`config.mk`:
```
export PLATFORM = sky130hd
export DESIGN_NAME = key_ctrl
export DESIGN_NICKNAME = d
export VERILOG_FILES = /design/src/rtl/key_ctrl.sv
export SDC_FILE = /design/constraint.sdc
export NUM_CORES = 1
export LEC_CHECK = 0
export CORE_MARGIN = 2
export CORE_UTILIZATION = 35
export DETAILED_ROUTE_END_ITERATION = 7
export MAX_ROUTING_LAYER = met4
export SYNTH_ARGS = -nofsm -noshare
export SYNTH_HDL_FRONTEND = slang
export SYNTH_HIERARCHICAL = 1
export SYNTH_SLANG_ARGS = --single-unit
```
`constraint.sdc`:
```
create_clock -name clk -period 2.4 [get_ports clk]
set_input_delay 0.48 -clock clk [delete_from_list [all_inputs] [get_ports clk]]
set_output_delay 0.48 -clock clk [all_outputs]
set_load 0.02 [all_outputs]
```
`src/rtl/key_ctrl.sv`:
```
// key_ctrl: samples N active-low push-buttons, synchronises and debounces
// each one, latches press events and raises a maskable level interrupt.
// Registers (word address): 0 STATE (ro), 1 PEND (w1c), 2 MASK (rw), 3 zero.

// Per-key debouncer: 2-state FSM, accepts a level only after DEB_CYCLES
// consecutive cycles of disagreement with the current stable level.
module key_deb #(
    parameter int DEB_CYCLES = 20000,
    parameter int CNT_W      = $clog2(DEB_CYCLES + 1)
) (
    input  logic clk,
    input  logic reset,
    input  logic pressed_s,
    output logic stable,
    output logic rise
);
    localparam logic IDLE    = 1'b0;
    localparam logic CONFIRM = 1'b1;

    logic             state;
    logic [CNT_W-1:0] cnt;
    logic             differ;
    logic             done;

    assign differ = pressed_s ^ stable;
    // cnt reaches DEB_CYCLES-1 only after at least one CONFIRM cycle
    assign done   = differ && (state == CONFIRM) && (cnt == CNT_W'(DEB_CYCLES - 1));
    // press event fires on the same edge that stable goes 0->1
    assign rise   = done & pressed_s;

    // any agreeing cycle restarts the count, so a glitch never accumulates
    always_ff @(posedge clk or negedge reset) begin
        if (!reset) begin
            state  <= IDLE;
            cnt    <= '0;
            stable <= 1'b0;
        end else if (!differ) begin
            state <= IDLE;
            cnt   <= '0;
        end else if (done) begin
            state  <= IDLE;
            cnt    <= '0;
            stable <= pressed_s;
        end else begin
            state <= CONFIRM;
            cnt   <= cnt + 1'b1;
        end
    end
endmodule

module key_ctrl #(
    parameter int N_KEYS     = 8,
    parameter int DEB_CYCLES = 20000,
    parameter int CNT_W      = $clog2(DEB_CYCLES + 1)
) (
    input  logic              clk,
    input  logic              reset,
    input  logic [N_KEYS-1:0] KIn,
    input  logic [1:0]        Addr,
    input  logic              WE,
    input  logic [31:0]       DIn,
    output logic [31:0]       DOut,
    output logic              IRQ
);
    logic [N_KEYS-1:0] sync1, sync2;
    logic [N_KEYS-1:0] pressed_s;
    logic [N_KEYS-1:0] stable;
    logic [N_KEYS-1:0] set_now;
    logic [N_KEYS-1:0] pend, mask;
    logic [N_KEYS-1:0] rdata;
    logic              wr_pend, wr_mask;
    logic              irq_q;

    // 2-flop synchroniser; resets to "released" so a held key is seen as a new press
    always_ff @(posedge clk or negedge reset) begin
        if (!reset) begin
            sync1 <= '1;
            sync2 <= '1;
        end else begin
            sync1 <= KIn;
            sync2 <= sync1;
        end
    end

    assign pressed_s = ~sync2;

    for (genvar i = 0; i < N_KEYS; i++) begin : g_key
        key_deb #(
            .DEB_CYCLES(DEB_CYCLES),
            .CNT_W     (CNT_W)
        ) u_deb (
            .clk      (clk),
            .reset    (reset),
            .pressed_s(pressed_s[i]),
            .stable   (stable[i]),
            .rise     (set_now[i])
        );
    end

    assign wr_pend = WE && (Addr == 2'd1);
    assign wr_mask = WE && (Addr == 2'd2);

    // pending events: write-1-to-clear, a same-cycle set wins over the clear
    always_ff @(posedge clk or negedge reset) begin
        if (!reset)       pend <= '0;
        else if (wr_pend) pend <= (pend & ~DIn[N_KEYS-1:0]) | set_now;
        else              pend <= pend | set_now;
    end

    // interrupt mask
    always_ff @(posedge clk or negedge reset) begin
        if (!reset)       mask <= '0;
        else if (wr_mask) mask <= DIn[N_KEYS-1:0];
    end

    // registered IRQ keeps KIn and the bus off any combinational path to CP0
    always_ff @(posedge clk or negedge reset) begin
        if (!reset) irq_q <= 1'b0;
        else        irq_q <= |(pend & mask);
    end

    assign IRQ = irq_q;

    // read mux
    always_comb begin
        rdata = '0;
        case (Addr)
            2'd0:    rdata = stable;
            2'd1:    rdata = pend;
            2'd2:    rdata = mask;
            default: rdata = '0;
        endcase
    end

    assign DOut = 32'(rdata);

    if (N_KEYS < 32) begin : g_pad
        logic unused_din;
        assign unused_din = ^DIn[31:N_KEYS];
    end
endmodule

```
; ---- Word-level counts from Yosys, hierarchy flattened
; Cells that the tools add are included.
[totals]
register_bits = 169
latch_bits = 0
ram_bits = 0
romBits = 0
output_inout_bits = 33
word_cells = 131
memories = 0
[op_classes]
addsub = 8
multipliers = 0
div_mod_pow = 0
n_lt_le_gt_ge = 0
eq_ne = 10
shifts = 0
n_mux = 34
bitwise_logic = 22
n_reduce_logical = 28
[op_table]
columns = op, n
row1 = $mux W15, 16
row2 = $add A15 B1 Y15 const B, 8
row3 = $eq A15 B15 Y1 const B, 8
row4 = $pmux W8 S3, 1
row5 = $logic_and A1 B1 Y1, 18
row6 = $and A8 B8 Y8, 2
row7 = $mux W1, 16
row8 = $not A8 Y8, 2
row9 = $or A8 B8 Y8, 2
row10 = $reduce_and A2 Y1, 8
row11 = $and A1 B1 Y1, 8
row12 = $mux W8, 1
row13 = $reduce_or A8 Y1, 1
row14 = $xor A1 B1 Y1, 8
row15 = $eq A2 B1 Y1 const B, 1
row16 = $eq A2 B2 Y1 const B, 1
row17 = $logic_not A2 Y1, 1

; ---- Longest topological paths before layout
; Gate-level depths: netlist of run 1.
[depth]
depth_word = 7
depth_mapped = 8
mapped_depth_nobuf = 7

; ---- By module
; The synthesis of run 1 kept the hierarchy.
[by_module_without_submodules]
columns = mod, instances, cells_each, area_each_um2, seq_area_each_um2
row1 = key_deb, 8, 82, 832.0, 425.4
row2 = key_ctrl, 1, 126, 1514.0, 845.8

; ---- Least setup slack after synthesis of run 1
; No wires, ideal clock.
[synth_path]
path_type = input port to output port
from = input port Addr[0]
to = output port DOut[0]
arrival_ns = 1.190
required_ns = 1.920
slack_ns = 0.730
cell_stages = 4
n_path_buf = 2
path_cell_list = buf_6 > and2b_2 > buf_2 > o2bb2ai_1
[synth_via]
elab_chain_len = 2
elab_cells_between_ends = 4
[synth_rtl]
columns = item, line_no
row1 = start: declaration, 59  ; input logic [1:0] Addr,
row2 = "$eq A2 B2 Y1, or another cell as far along", 127  ; case (Addr)
row3 = $pmux W8 S3 *, 127
row4 = end: declaration, 62  ; output logic [31:0] DOut,
; Mark *: on every way between the ends. The rest lies on a longest branch, timed or not.

; ---- Worst setup path after layout of run 1
[layout_path]
from = input port Addr[0]
to = output port DOut[2]
; The elaborated chain is that of the path after synthesis.

==> out/metrics.csv, run 1 <==
metric,value,unit
status,completed,
Gate power share,7.0,%
share of layout cells above drive strength 1,13.0,%
RSZ-0062 raised after global routing,false,
"top cells by count, synth","dfrtp_1 (153), nor2_1 (112), xor2_1 (56)",
core area,22800,sq um
Clock transition at path regs,60,ps
Clk pwr share,44.8,%
first-pass GRT wire length,27.5,mm
DR top layer,met4,
Initial Util,35.9,%
worst-path maximum fanout,8,
Worst EP arrival,1850,ps
"EDFF count, synth",0,
Syn Inst Count,782,
TritonCTS clock tree,built,
fin. max-slew vios,0,
row cnt,55,
final setup fails,0,
DRC Markers,0,
hpwl dp,11.0,mm
Pint,0.00489,W
largest net degree at the start of global routing,41,
crit end category,output port,
final wirelength,15.7,mm
Die H,157,um
metal2 WL,7.15,mm
Final WS setup,71.9,ps
total number of vias,5636,
count of different cell masters after synthesis,37,
Wirelength per Cell,13.6,um
Vias/cell,4.86,
die width,157,um
sequential-to-total area share from yosys stat,52.0,%
net switching fraction of the power,22.3,%
Seq cells post-synth,169,
Max Freq,430,MHz
final hold violation count,0,
MaxCap Viol Count,0,
Metal-1 WL,7.75,mm
clock buffer count from CTS,17,
synthesized area per cell,10.4,sq um
port bufs,29,
post-synth top area share,46.9,%
GPL Wtd Cong,0.773,
CTS Root Cell,clkbuf_16,
clock skew,7.00,ps
kind of start point of the critical path,primary input,
min-delay worst type,reg -> reg,
vias in the first global route,5534,
post-layout min period,2330,ps
placed instance area,8870,sq um
clk_lat worst skew,420,ps
WP data required,1920,ps
Post-Place Cells,1124,
CP Cell Sequence,clkdlybuf4s50_1 -> buf_6 -> mux2i_1 -> o2bb2ai_1 -> buf_4 -> dlygate4sd2_1,
Sequential Power Share,48.2,%
"Top FF cell, synth",dfrtp_1,
mapped cell area,8170,sq um
IO Pins,78,
Total Nets Final,884,
Sink Count,169,
"Design Area, Final",9480,sq um
initial DRC count,210,
Congestion Overflow GR,0,
Worst-Margin Slew,572,ps
synthesis-to-finish area growth,16.0,%
Net Sw Power,0.00140,W
non-filler cells in the finished layout,1159,
Ys Warns,6,
PwrDens,664,nW/um^2
number of H-tree levels,4,
"area leader, netlist",dfrtp_1,
met3 WL post-DR,618,um
total track usage,14.3,%
Max rail drop VDD,0.373,mV
slowest cell on the critical path,clkdlybuf4s50_1,
Worst slew margin,61.8,%
ratio of final minimum period to clock period,97.0,%
largest buffer count on any clock path,2,
setup TNS after final layout,0,ps
crit path kind,in -> out,
Post-DRT Antenna Nets,0,
leakage,4.09,nW
DR pass1 iterations,4,
CP max stage delay,490,ps
number of antenna violations at the first check in global routing,2,
die area,24600,sq um
Synth async-reset ratio,100,%
DP Worst Slack,-252,ps
synth top area cells,"dfrtp_1 (47%), xor2_1 (6.0%), dfstp_2 (5.1%)",
fill count,2239,
top-count cell post-synth,dfrtp_1,
-- cells in the final DEF, fill, tap and decap left out, drive strengths merged, types with 2 or more instances in the layout --
cell and count:
nand4 49, or4 8, buf 30, o21ai 8
diode 2, a22oi 4, clkinv 3, xnor2 40
a21oi 16, nor3b 8, o31ai 8, nor4 8
o2bb2ai 8, nor2 112, and3 32, clkdlybuf4s15 5
nor3 24, mux2 16, mux2i 8, dfrtp 153
xor2 56, dfstp 16, bufinv 4, a31oi 8
clkinvlp 2, a41o 8, conb 24, or3 8
clkdlybuf4s50 20, nand2 24, and4 8, nand4b 8
clkbuf 25, ha 8, nand3 48, inv 32
-- final cells by class --
class | instances | area [sq um] | share of cell area (%)
diodes | 2 | 5.00 | 0.0528
multi-input cells | 552 | 3560 | 37.5
clock buffers | 23 | 458 | 4.83
well taps | 313 | 392 | 4.13
inverters | 32 | 120 | 1.27
flip-flops and latches | 169 | 4250 | 44.8
repair buffers | 59 | 549 | 5.79
clock inverters | 9 | 150 | 1.58
-- power groups by stage --
| stage | Sequential, W | Combinational, W | Clock, W |
|---|---|---|---|
| finish | 0.00304 | 0.000440 | 0.00282 |
| global route | 0.00305 | 0.000496 | 0.00305 |
| floorplan | 0.00307 | 0.000259 | 0 |
| CTS | 0.00304 | 0.000449 | 0.00291 |
| global placement | 0.00309 | 0.000454 | 0 |
| detailed placement | 0.00309 | 0.000456 | 0 |
-- metrics by stage --
| step | hold WS, ps | total power (W) | utilization [%] |
|---|---|---|---|
| after global routing | 359 | 0.00660 | 41.6 |
| after floorplan | 184 | 0.00332 | - |
| after CTS | 357 | 0.00639 | 41.6 |
| final | 355 | 0.00630 | 41.6 |
| after global placement | 346 | 0.00354 | 38.9 |
| after detailed placement | 347 | 0.00354 | 38.9 |
-- worst max-delay path, delay by kind of cell --
family                 cells  cell delay [ps]
AO/OA/AOI/OAI              1               90
buffers and inverters      4             1100
multiplexers               1              180
-- final timing paths --
| check | start | end | slack (ps) | cells past startpoint |
|---|---|---|---|---|
| min in group asynchronous | reset | g_key[3].u_deb/cnt[12] | 550 | 2 |
| worst max-delay path | Addr[0] | DOut[2] | 70 | 6 |
| worst min register to register | sync1[2] | sync2[2] | 360 | 0 |
| max in group asynchronous | reset | sync2[4] | 1180 | 3 |
| worst max register to register | g_key[7].u_deb/cnt[0] | g_key[7].u_deb/cnt[9] | 610 | 5 |
| worst min-delay path | sync1[2] | sync2[2] | 360 | 0 |
-- cells by family after synthesis --
| group | after synthesis | synth area share (%) |
|---|---|---|
| other cells | 1 | 0.0459 |
| buf+inv | 84 | 5.50 |
| simple gates | 340 | 22.7 |
| flops | 169 | 52.0 |
| compound gates | 60 | 5.02 |
| xor+xnor | 96 | 10.3 |
| fa+ha+maj | 8 | 1.23 |
| mux | 24 | 3.19 |
-- registers in the layout (all words and copies together) (netlist names) --
signal / cells
g_key.u_deb/stable: 8
IRQ: 1
g_key.u_deb/cnt: 120
sync1: 8
sync2: 8
mask: 8
pend: 8
g_key.u_deb/state: 8
-- repair_timing --
item | 4_1_cts | 5_1_grt
gates resized for setup | 8 | 10
setup endpoints to repair | 8 | 8
endpoints found under the hold margin | 31 | 0
pin swaps | 0 | 0
hold buffers | 1 | 0
buffers inserted | 0 | 0
-- layer usage --
metal	up-vias	track usage (%)
li1	2797	-
met1	2739	19.3
met2	87	21.0
met3	13	3.21
met4	0	5.37
met5	-	-
Power figures use the tool's default switching activity.
==> run 2: changes to the inputs <==
--- a/config.mk
+++ b/config.mk
@@ -8,7 +8,6 @@
 export CORE_MARGIN = 2
 export CORE_UTILIZATION = 35
 export DETAILED_ROUTE_END_ITERATION = 7
-export MAX_ROUTING_LAYER = met4
 export SYNTH_ARGS = -nofsm -noshare
 export SYNTH_HDL_FRONTEND = slang
 export SYNTH_HIERARCHICAL = 1
==> run 2 against run 1 <==
Clock-buffer cell count unchanged. Highest routed layer is now met5. Clock power about the same. Die area stayed put. Power is essentially flat. Final cell count shrank 0.17%. Sequential power barely moved. Global-route usage is 0.45 points lower. Sequential share of layout area hardly changed. Wire length shrank 0.27%. Clock skew is essentially flat. Non-clock buffer count unchanged. Largest power group unchanged. Combinational power is essentially flat.
==> out/metrics.csv, run 2 (same netlist as run 1, synthesis figures left out) <==
metric,value,unit
Max rail drop VDD,0.376,mV
number of antenna violations at the first check in global routing,2,
RSZ-0062 raised after global routing,false,
die area,24600,sq um
clk_lat worst skew,420,ps
Wirelength per Cell,13.6,um
Pwr Total,0.00630,W
TritonCTS clock tree,built,
MaxCap Viol Count,0,
total number of vias,5627,
Total Nets Final,884,
Sequential Power Share,48.2,%
"commonest non-fill, non-tap cell in the layout",dfrtp_1,
status,completed,
IO Pins,78,
kind of start point of the critical path,primary input,
final hold violation count,0,
Max Freq,430,MHz
final setup fails,0,
core area,22800,sq um
final wirelength,15.7,mm
Biggest register,g_key.u_deb/cnt,
Largest register FFs,120,
fin. max-slew vios,0,
initial DRC count,215,
Initial Util,35.9,%
"Design Area, Final",9480,sq um
first-pass GRT wire length,27.4,mm
clock buffer count from CTS,17,
synthesis-to-finish area growth,16.0,%
vias in the first global route,5539,
number of H-tree levels,4,
Net Sw Power,0.00141,W
Clk pwr share,44.8,%
share of layout cells above drive strength 1,13.0,%
placed instance area,8870,sq um
Sink Count,169,
Clock transition at path regs,60,ps
die width,157,um
ANT cells,0,
ratio of final minimum period to clock period,97.0,%
PwrDens,665,nW/um^2
largest net degree at the start of global routing,41,
hpwl dp,11.0,mm
port bufs,29,
CTS Root Cell,clkbuf_16,
fill count,2239,
Post-Place Cells,1124,
crit path kind,in -> out,
Post-DRT Antenna Nets,0,
Worst slew margin,61.7,%
DRC Markers,0,
Worst EP arrival,1850,ps
Vias/cell,4.86,
total track usage,13.8,%
WP data required,1920,ps
DR pass1 iterations,4,
Die H,157,um
net switching fraction of the power,22.3,%
Congestion Overflow GR,0,
post-CTS setup buffer count,0,
Gate power share,7.0,%
largest buffer count on any clock path,2,
worst-path maximum fanout,8,
GPL Wtd Cong,0.763,
crit end category,output port,
row cnt,55,
min-delay worst type,reg -> reg,
clock skew,6.64,ps
fin util,41.6,%
Pint,0.00489,W
Worst-Margin Slew,574,ps
non-filler cells in the finished layout,1157,
post-layout min period,2330,ps
most frequent cells in the layout,"dfrtp_1 (153), nor2_1 (112), xor2_1 (56), nand4_1 (49)",
leakage,4.09,nW
[run 2: metal layers]
layer | global-route usage [%] | vias up | wire [um]
met5 | 0 | - | 12
met4 | 5.37 | 2 | 333
met3 | 3.24 | 25 | 530
met2 | 21.0 | 83 | 7030
met1 | 19.1 | 2724 | 7780
li1 | - | 2793 | -
[run 2: final timing paths]
path	from	endpoint	slack (ps)	cells after the start
setup reg to reg	g_key[7].u_deb/cnt[0]	g_key[7].u_deb/cnt[9]	610	5
hold reg to reg	sync1[7]	sync2[7]	360	0
hold / removal	sync1[7]	sync2[7]	360	0
min in group asynchronous	reset	g_key[3].u_deb/cnt[12]	550	2
setup / recovery	Addr[0]	DOut[2]	70	6
max in group asynchronous	reset	sync2[4]	1180	3
[run 2: worst max-delay path: stages]
cell and delay [ps]:
clkdlybuf4s50_1 490, buf_6 160, mux2i_1 180, o2bb2ai_1 90, buf_4 140, dlygate4sd2_1 310
[run 2: metrics by stage]
stage	hold WS, ps	setup WS, ps	setup TNS (ps)
after CTS	357	21.0	0
after floorplan	184	730	0
after global placement	346	-257	-1740
final	355	72.4	0
after detailed placement	347	-252	-1760
after global routing	359	1.77	0
[run 2: power groups by stage]
| stage | combinational, W | sequential [W] | clock [W] |
|---|---|---|---|
| 2_1_floorplan | 0.000259 | 0.00307 | 0 |
| 3_3_place_gp | 0.000454 | 0.00309 | 0 |
| 3_5_place_dp | 0.000456 | 0.00309 | 0 |
| 4_1_cts | 0.000449 | 0.00304 | 0.00291 |
| 5_1_grt | 0.000495 | 0.00305 | 0.00304 |
| 6_report | 0.000440 | 0.00304 | 0.00282 |
[run 2: area by class of cell]
| class | count | area [sq um] | share of cell area (%) |
|---|---|---|---|
| clock inverter | 9 | 150 | 1.58 |
| sequential | 169 | 4250 | 44.8 |
| timing repair buffer | 59 | 549 | 5.80 |
| tap | 313 | 392 | 4.13 |
| inverter | 32 | 120 | 1.27 |
| multi-input combinational | 552 | 3560 | 37.5 |
| clock buffer | 23 | 458 | 4.83 |
[run 2: repair_timing]
action | in CTS | in global routing
endpoints found under the setup margin | 8 | 8
resized for setup | 8 | 10
hold buffers | 1 | 0
endpoints found under the hold margin | 31 | 0
==> run 3: changes to the inputs <==
--- a/config.mk
+++ b/config.mk
@@ -5,9 +5,12 @@
 export SDC_FILE = /design/constraint.sdc
 export NUM_CORES = 1
 export LEC_CHECK = 0
+export CORE_ASPECT_RATIO = 1.5
 export CORE_MARGIN = 2
 export CORE_UTILIZATION = 35
 export DETAILED_ROUTE_END_ITERATION = 7
+export GPL_ROUTABILITY_DRIVEN = 0
+export SLEW_MARGIN = 20
 export SYNTH_ARGS = -nofsm -noshare
 export SYNTH_HDL_FRONTEND = slang
 export SYNTH_HIERARCHICAL = 1
==> run 3 against run 2 <==
Power is 0.87% lower. Global-route usage is 0.75 points higher. Largest cell class unchanged. Combinational power fell by 4.8%. Critical path type unchanged. Clock-buffer cell count is 3 lower. Critical path depth down 1. Die area rose by 0.10%. Design area fell by 1.3%. Highest routed layer is now met4. Non-clock buffer count fell by 6.
==> out/metrics.csv, run 3 (same netlist as run 1, synthesis figures left out) <==
metric,value,unit
status,completed,
Final WS setup,41.0,ps
Total Nets Final,878,
ANT cells,0,
first-pass GRT wire length,28.7,mm
PwrDens,668,nW/um^2
crit path kind,in -> out,
Congestion Overflow GR,0,
kind of start point of the critical path,primary input,
DR pass1 iterations,6,
number of H-tree levels,4,
vias in the first global route,5924,
TritonCTS clock tree,built,
final hold violation count,0,
most frequent cells in the layout,"dfrtp_1 (153), nor2_1 (112), xor2_1 (56), nand4_1 (49)",
Pwr Total,0.00625,W
Max rail drop VDD,0.478,mV
WP data required,1920,ps
fill count,2273,
post-layout min period,2360,ps
Worst-Margin Slew,584,ps
final setup fails,0,
RSZ-0062 raised after global routing,false,
Biggest register,g_key.u_deb/cnt,
min-delay worst type,in -> async,
ratio of final minimum period to clock period,98.3,%
clock skew,5.92,ps
Wirelength per Cell,14.6,um
worst reg2reg startpoint,g_key[1].u_deb/cnt[0],
DRC Markers,0,
Pint,0.00474,W
"Design Area, Final",9350,sq um
Initial Util,35.6,%
post-CTS setup buffer count,0,
DP Worst Slack,-226,ps
port bufs,29,
die area,24600,sq um
net switching fraction of the power,24.1,%
clk_lat worst skew,430,ps
initial DRC count,220,
CTS Hold Bufs,0,
worst-path maximum fanout,5,
Net Sw Power,0.00150,W
core area,23000,sq um
Post-DRT Antenna Nets,0,
Gate power share,6.7,%
Clk pwr share,44.6,%
Max Freq,424,MHz
total number of vias,5802,
Sink Count,169,
Largest register FFs,120,
row cnt,68,
number of antenna violations at the first check in global routing,0,
largest net degree at the start of global routing,63,
crit end category,output port,
MaxCap Viol Count,0,
fin. max-slew vios,0,
"commonest non-fill, non-tap cell in the layout",dfrtp_1,
hpwl dp,11.8,mm
CTS Root Cell,clkbuf_16,
share of layout cells above drive strength 1,13.0,%
Die H,191,um
final wirelength,16.3,mm
Worst slew margin,61.1,%
die width,129,um
Vias/cell,5.19,
Sequential Power Share,48.7,%
placed instance area,8760,sq um
total track usage,14.6,%
CP Launch Point,Addr[0],
fin util,40.7,%
Clock transition at path regs,70,ps
largest buffer count on any clock path,2,
synthesis-to-finish area growth,14.5,%
clock buffer count from CTS,17,
leakage,4.07,nW
Worst EP arrival,1880,ps
IO Pins,78,
[run 3: changes by cell type in the layout (fill, tap and decap cells not counted), moves of 2 or more]
cell	before	now
inv_6	0	5
clkbuf_1	5	0
clkdlybuf4s15_1	5	0
buf_12	3	1
bufinv_16	4	2
dlygate4sd2_1	1	7
buf_4	25	23
clkbuf_8	1	3
[run 3: metal layers]
layer	part of all wire, %	vias up	GRT usage, %
met2	52	110	26.1
met4	1.8	0	5.60
met3	3.1	20	2.49
met5	0	-	0
met1	43	2876	17.3
li1	-	2796	-
[run 3: final cells by class]
class | instances | area [sq um] | share of cell area [%]
clock buffers | 20 | 467 | 4.99
clock inverters | 12 | 138 | 1.47
inverters | 32 | 120 | 1.28
multi-input cells | 552 | 3560 | 38.1
flip-flops and latches | 169 | 4250 | 45.4
well taps | 280 | 350 | 3.75
repair buffers | 53 | 470 | 5.03
[run 3: through the flow]
stage	instances	setup TNS [ps]	hold slack, ps
2_1_floorplan	805	0	184
6_report	1118	0	25.7
3_3_place_gp	1086	-1480	346
4_1_cts	1118	0	38.8
5_1_grt	1118	0	65.6
3_5_place_dp	1086	-1550	347
[run 3: repair_timing]
action                                  4_1_cts  5_1_grt
endpoints found under the setup margin        8        1
gates resized for setup                       9        2
cloned                                        0        0
[run 3: path summary, 6_finish.rpt]
| path | endpoint | slack [ps] | depth (start not counted) |
|---|---|---|---|
| max in group asynchronous | sync1[0] | 1630 | 2 |
| min in group clk | sync2[7] | 360 | 0 |
| setup / recovery | DOut[2] | 40 | 5 |
| hold reg to reg | sync2[7] | 360 | 0 |
| setup reg to reg | pend[1] | 570 | 7 |
| hold / removal | g_key[5].u_deb/cnt[10] | 30 | 1 |
[run 3: critical path: stages]
cell and delay (ps):
clkdlybuf4s50_1 510, buf_4 190, mux2i_1 80, o2bb2ai_1 240, dlygate4sd2_1 370
[run 3: power groups by stage]
| stage | clock network [W] | logic [W] | registers (W) |
|---|---|---|---|
| after floorplan | 0 | 0.000259 | 0.00307 |
| after global routing | 0.00297 | 0.000472 | 0.00305 |
| after global placement | 0 | 0.000433 | 0.00309 |
| after detailed placement | 0 | 0.000436 | 0.00309 |
| after CTS | 0.00287 | 0.000430 | 0.00304 |
| final | 0.00279 | 0.000419 | 0.00304 |
